<file path="src/rtl/demux32_writer_pkg.sv">
// demux32_writer_pkg
// Shared constants and the FSM state encoding for the 1-to-32 write demux
// and the register-file logic that reuses its decoder.
//   LANES  : number of lanes in the bank
//   ADDR_W : lane address width
//   LEN_W  : burst length width (holds 1..32)
//   state_e: IDLE / BURST controller states
package demux32_writer_pkg;

    localparam int LANES  = 32;
    localparam int ADDR_W = 5;
    localparam int LEN_W  = 6;

    typedef enum logic [0:0] {
        ST_IDLE  = 1'b0,
        ST_BURST = 1'b1
    } state_e;

endpackage

</file>
<file path="src/rtl/demux32_writer_decoder5to32.sv">
// decoder5to32
// Combinational 5-bit address to 32-bit one-hot decoder with enable.
//   addr   : lane address
//   en     : when low the output is all zero
//   onehot : bit addr set when en is high
module decoder5to32
    import demux32_writer_pkg::*;
(
    input  logic [ADDR_W-1:0] addr,
    input  logic              en,
    output logic [LANES-1:0]  onehot
);

    always_comb begin
        onehot = '0;
        if (en) begin
            onehot[addr] = 1'b1;
        end
    end

endmodule

</file>
<file path="src/rtl/demux32_writer.sv">
// demux32_writer
// 1-to-32 demultiplexer steering accepted words into 32 registered lanes,
// with single addressed writes and auto-incrementing wrapping bursts.
//   clk, reset_n    : clock, asynchronous active-low reset
//   clear           : synchronous clear of lanes/lane_valid, aborts bursts
//   in_valid/ready  : word handshake; a word moves when both are high at
//                     the rising edge. in_ready depends only on clear,
//                     burst_start and the FSM state, never on in_valid.
//   in_addr/in_data : target lane (single writes only) and data word
//   burst_start/base/len : burst request, sampled only in IDLE
//   busy, done      : in BURST / one-cycle pulse after the last burst word
//   we_onehot       : lane written on the previous edge (registered)
//   lanes           : flattened lanes, lane k at [k*WIDTH +: WIDTH]
//   lane_valid      : lanes written since reset or clear
//   dbg_state       : current controller state
module demux32_writer
    import demux32_writer_pkg::*;
#(
    parameter int WIDTH    = 32,
    parameter bit ZERO_REG = 1'b1
) (
    input  logic                   clk,
    input  logic                   reset_n,
    input  logic                   clear,
    input  logic                   in_valid,
    output logic                   in_ready,
    input  logic [ADDR_W-1:0]      in_addr,
    input  logic [WIDTH-1:0]       in_data,
    input  logic                   burst_start,
    input  logic [ADDR_W-1:0]      burst_base,
    input  logic [LEN_W-1:0]       burst_len,
    output logic                   busy,
    output logic                   done,
    output logic [LANES-1:0]       we_onehot,
    output logic [LANES*WIDTH-1:0] lanes,
    output logic [LANES-1:0]       lane_valid,
    output state_e                 dbg_state
);

    state_e                         state_q, state_d;
    logic [ADDR_W-1:0]              ptr_q, ptr_d;
    logic [LEN_W-1:0]               rem_q, rem_d;
    logic                           done_d;
    logic                           accept;
    logic [ADDR_W-1:0]              wr_addr;
    logic                           wr_en;
    logic [LANES-1:0]               dec;
    logic [LANES-1:0][WIDTH-1:0]    lanes_q;

    // burst_start steals the IDLE cycle so a single write never races the
    // burst setup.
    assign in_ready = ~clear & ((state_q == ST_BURST) | ~burst_start);
    assign accept   = in_valid & in_ready;
    assign busy     = (state_q == ST_BURST);
    assign dbg_state = state_q;

    assign wr_addr = (state_q == ST_BURST) ? ptr_q : in_addr;
    // Writes to lane 0 still complete the handshake but are dropped here.
    assign wr_en   = accept & ~(ZERO_REG && (wr_addr == '0));

    decoder5to32 u_dec (
        .addr   (wr_addr),
        .en     (wr_en),
        .onehot (dec)
    );

    always_comb begin
        state_d = state_q;
        ptr_d   = ptr_q;
        rem_d   = rem_q;
        done_d  = 1'b0;
        if (clear) begin
            state_d = ST_IDLE;
            ptr_d   = '0;
            rem_d   = '0;
        end else begin
            case (state_q)
                ST_IDLE: begin
                    if (burst_start && (burst_len != '0)) begin
                        state_d = ST_BURST;
                        ptr_d   = burst_base;
                        rem_d   = burst_len;
                    end
                end
                ST_BURST: begin
                    if (accept) begin
                        ptr_d = ptr_q + 1'b1;   // wraps 31 -> 0 naturally
                        rem_d = rem_q - 1'b1;
                        if (rem_q == LEN_W'(1)) begin
                            state_d = ST_IDLE;
                            done_d  = 1'b1;
                        end
                    end
                end
                default: state_d = ST_IDLE;
            endcase
        end
    end

    always_ff @(posedge clk or negedge reset_n) begin
        if (!reset_n) begin
            state_q <= ST_IDLE;
            ptr_q   <= '0;
            rem_q   <= '0;
            done    <= 1'b0;
        end else begin
            state_q <= state_d;
            ptr_q   <= ptr_d;
            rem_q   <= rem_d;
            done    <= done_d;
        end
    end

    always_ff @(posedge clk or negedge reset_n) begin
        if (!reset_n) begin
            lanes_q    <= '0;
            lane_valid <= '0;
            we_onehot  <= '0;
        end else if (clear) begin
            lanes_q    <= '0;
            lane_valid <= '0;
            we_onehot  <= '0;
        end else begin
            we_onehot  <= dec;
            lane_valid <= lane_valid | dec;
            for (int k = 0; k < LANES; k++) begin
                if (dec[k]) begin
                    lanes_q[k] <= in_data;
                end
            end
        end
    end

    assign lanes = lanes_q;

endmodule
</file>
<file path="config.mk">
export PLATFORM = sky130hd
export DESIGN_NAME = demux32_writer
export DESIGN_NICKNAME = d
export VERILOG_FILES = /design/src/rtl/demux32_writer_pkg.sv /design/src/rtl/demux32_writer_decoder5to32.sv /design/src/rtl/demux32_writer.sv
export SDC_FILE = /design/constraint.sdc
export NUM_CORES = 1
export LEC_CHECK = 0
export CORE_AREA = 2 2 452 454
export DETAILED_ROUTE_END_ITERATION = 12
export DIE_AREA = 0 0 454 456
export SKIP_LAST_GASP = 1
export SLEW_MARGIN = 30
export SYNTH_ARGS = -nofsm -noshare
export SYNTH_HDL_FRONTEND = slang
export SYNTH_SLANG_ARGS = --single-unit
</file>
<file path="constraint.sdc">
create_clock -name clk -period 6.3 [get_ports clk]
set_clock_uncertainty 0.2 [all_clocks]
set_input_delay 1.26 -clock clk [delete_from_list [all_inputs] [get_ports clk]]
set_output_delay 1.26 -clock clk [all_outputs]
set_load 0.005 [all_outputs]
</file>
==> key figures <==
STA
  • Slew @ Worst Pin: 1.25 ns
  • Setup-failing EPs final: 0
  • Tcrit/Tclk final: 0.714
  • Max-slew headroom: 0.168
  • Worst setup margin: 1.80 ns
  • RSZ-0062 raised after global routing: false
  • Post-route minimum period: 4.50 ns
  • Max Clk Rate: 222 MHz
  • Final setup TNS: 0 ns
  • Hold WS: 0.169 ns
  • Hold Fails Final Rpt: 0
  • Slew Viols, Final: 0

Logic synthesis
  • Count leader, synth: dfrtp_1
  • Yosys warning count: 0
  • Synth top area share: 0.582
  • Synthesized area: 47,400 um^2
  • Mean Syn Cell Area: 12.6 um^2
  • Post-synth top area cell: dfrtp_1
  • Sequential area share after synthesis: 0.582
  • Top cells by area, synth: dfrtp_1 (58%), mux2_2 (15%), nor2b_1 (9.0%), a31o_2 (5.9%), and3_1 (4.2%)
  • Post-synth EDFFs: 0
  • Post-Synthesis Cells: 3,748
  • Seq cells post-synth: 1,101
  • Yosys cell types: 52
  • FFs w/ async S/R, synth: 1.00
  • Top cells by count, synth: dfrtp_1 (1,101), nor2b_1 (679), mux2_2 (616), a31o_2 (320), and3_1 (320)
  • Ys flop type: dfrtp_1
  • Post-synth net total: 3,804

Clock network
  • CTS Hold Bufs: 0
  • Max Root-Sink Buffers: 3
  • Clk_lat worst skew: 0.76 ns
  • Worst-path clk slew: 0.06 ns
  • H-tree levels: 4
  • Cts bufs inserted: 133
  • Root Buffer: clkbuf_16
  • CTS tree: yes
  • Post-cts gate resize count: 0
  • TritonCTS sink count: 1,101
  • Postcts setup bufs: 0

Placement
  • PortBufs: 1,144
  • HPWL after detailed placement: 131 mm
  • Place WS: 1.50 ns
  • Inst Count DP: 7,273
  • Area after DPL: 61,400 um^2
  • GP Congestion: 0.822

Detailed routing
  • Initial drt markers: 3,138
  • Routed wire length: 208 mm
  • DRC Markers: 0
  • Initial DRT Pass Iterations: 5
  • DRT antenna net count: 0
  • Routed vias: 35,500
  • Post-DR vias/cell: 4.72
  • Drt wl/cell: 27.6 um

Power and ir drop
  • Switch share: 0.255
  • Clk network pwr share: 0.492
  • Switch Pwr: 4.08 mW
  • Combinational group share of total power: 0.061
  • P_leak: 31.2 nW
  • Cell Pwr Density: 243 nW/um^2
  • Register share of total power: 0.447
  • Total power: 16.0 mW
  • Pint: 11.9 mW
  • Peak VDD IR: 0.237 mV

Setup path
  • CP Class: reg -> out
  • Worst setup EP type: output port
  • CP Max Fanout: 29
  • Worst endpoint required time: 4.84 ns
  • Arrival @ worst endpoint: 3.04 ns
  • Startpoint types: flop

Cells and area
  • Syn-to-layout area delta: 39.2%
  • Finished Layout Cells: 7,536
  • Final Util: 0.327
  • Share of cells above drive strength 1: 0.281
  • Final nets: 4,793
  • Design area: 65,900 um^2

Die
  • Core Area: 202,000 um^2
  • DIE AREA: 207,000 um^2
  • Die width: 454 um
  • Rows: 165
  • Die Y: 456 um
  • Initial Util: 0.235
  • I/O pin count: 1,145

Global route
  • Initial antenna violation count: 33
  • Total gr overflow: 0
  • Vias in the first global route: 35,500
  • Total track usage: 0.194
  • First-pass GRT wire length: 287 mm
  • Largest net degree at the start of global routing: 179

Worst hold path
  • HP Class: in -> async

Job
  • Max-cap violations: 0

Outcome
  • Status: finished clean
-- logic make-up after synthesis --
logic type,Yosys count,synth area share
buffers and inverters,432,0.0397
XOR/XNOR,5,0.000925
AO/OA/AOI/OAI,420,0.0731
other,1,0.0000792
adder cells (fa/ha/maj),3,0.000792
flip-flops,1101,0.582
multiplexers,645,0.156
AND/OR/NAND/NOR,1141,0.148
-- worst paths after layout --
check	cells past startpoint	endpoint	startpoint	slack, ns
worst max register to register	7	lanes[713]	busy	2.34
max in group asynchronous	3	lanes[105]	reset_n	4.08
worst max-delay path	4	in_ready	busy	1.80
worst min register to register	1	lane_valid[5]	lane_valid[5]	0.27
worst min-delay path	1	lanes[635]	reset_n	0.17
min in group clk	1	lane_valid[5]	lane_valid[5]	0.27
-- power groups by stage --
stage | Combinational, mW | Sequential (mW) | Clock [mW]
finish | 0.975 | 7.16 | 7.87
detailed placement | 0.989 | 7.29 | 0
global placement | 0.984 | 7.29 | 0
CTS | 0.991 | 7.16 | 8.07
global route | 1.04 | 7.17 | 8.34
floorplan | 0.337 | 7.29 | 0
-- worst max-delay path, stage by stage (launching register included) --
cell	delay, ns
dfrtp_1	0.82
buf_4	0.44
nor2b_1	0.10
nor2_1	0.27
clkdlybuf4s50_1	0.65
-- registers in the layout (all words and copies together) (netlist names) --
name / count
lanes: 1024
ptr_q: 5
done: 1
busy: 1
we_onehot: 32
rem_q: 6
lane_valid: 32
-- cells in the final DEF (no fill, tap or decap), types with 11 or more instances in the layout --
cell type / n
a21o_1: 18
a22o_1: 11
a31o_2: 320
and3_1: 320
buf_12: 12
buf_2: 32
buf_4: 97
clkbuf_1: 29
clkbuf_16: 134
clkbuf_8: 28
clkdlybuf4s50_1: 1110
clkinv_2: 19
dfrtp_1: 1101
diode_2: 24
inv_1: 30
mux2_2: 616
mux2_4: 28
nand2_1: 44
nand3_1: 36
nor2_1: 13
nor2b_1: 675
o21ai_0: 46
-- per-layer routing --
layer | global-route usage | vias up | part of all wire | wire length [um]
li1 | - | 14900 | - | -
met1 | 0.227 | 18700 | 0.38 | 79800
met2 | 0.326 | 1515 | 0.49 | 103000
met3 | 0.0560 | 411 | 0.078 | 16200
met4 | 0.0852 | 0 | 0.045 | 9390
met5 | 0 | - | 0 | 0
-- final cells by class --
cell class	count	area (um^2)
fillers	20200	136000
flip-flops and latches	1101	27600
multi-input cells	2215	18100
repair buffers	1255	12300
clock buffers	191	3850
well taps	2672	3340
clock inverters	47	583
inverters	31	124
diodes	24	60.1
Power figures use the tool's default switching activity.
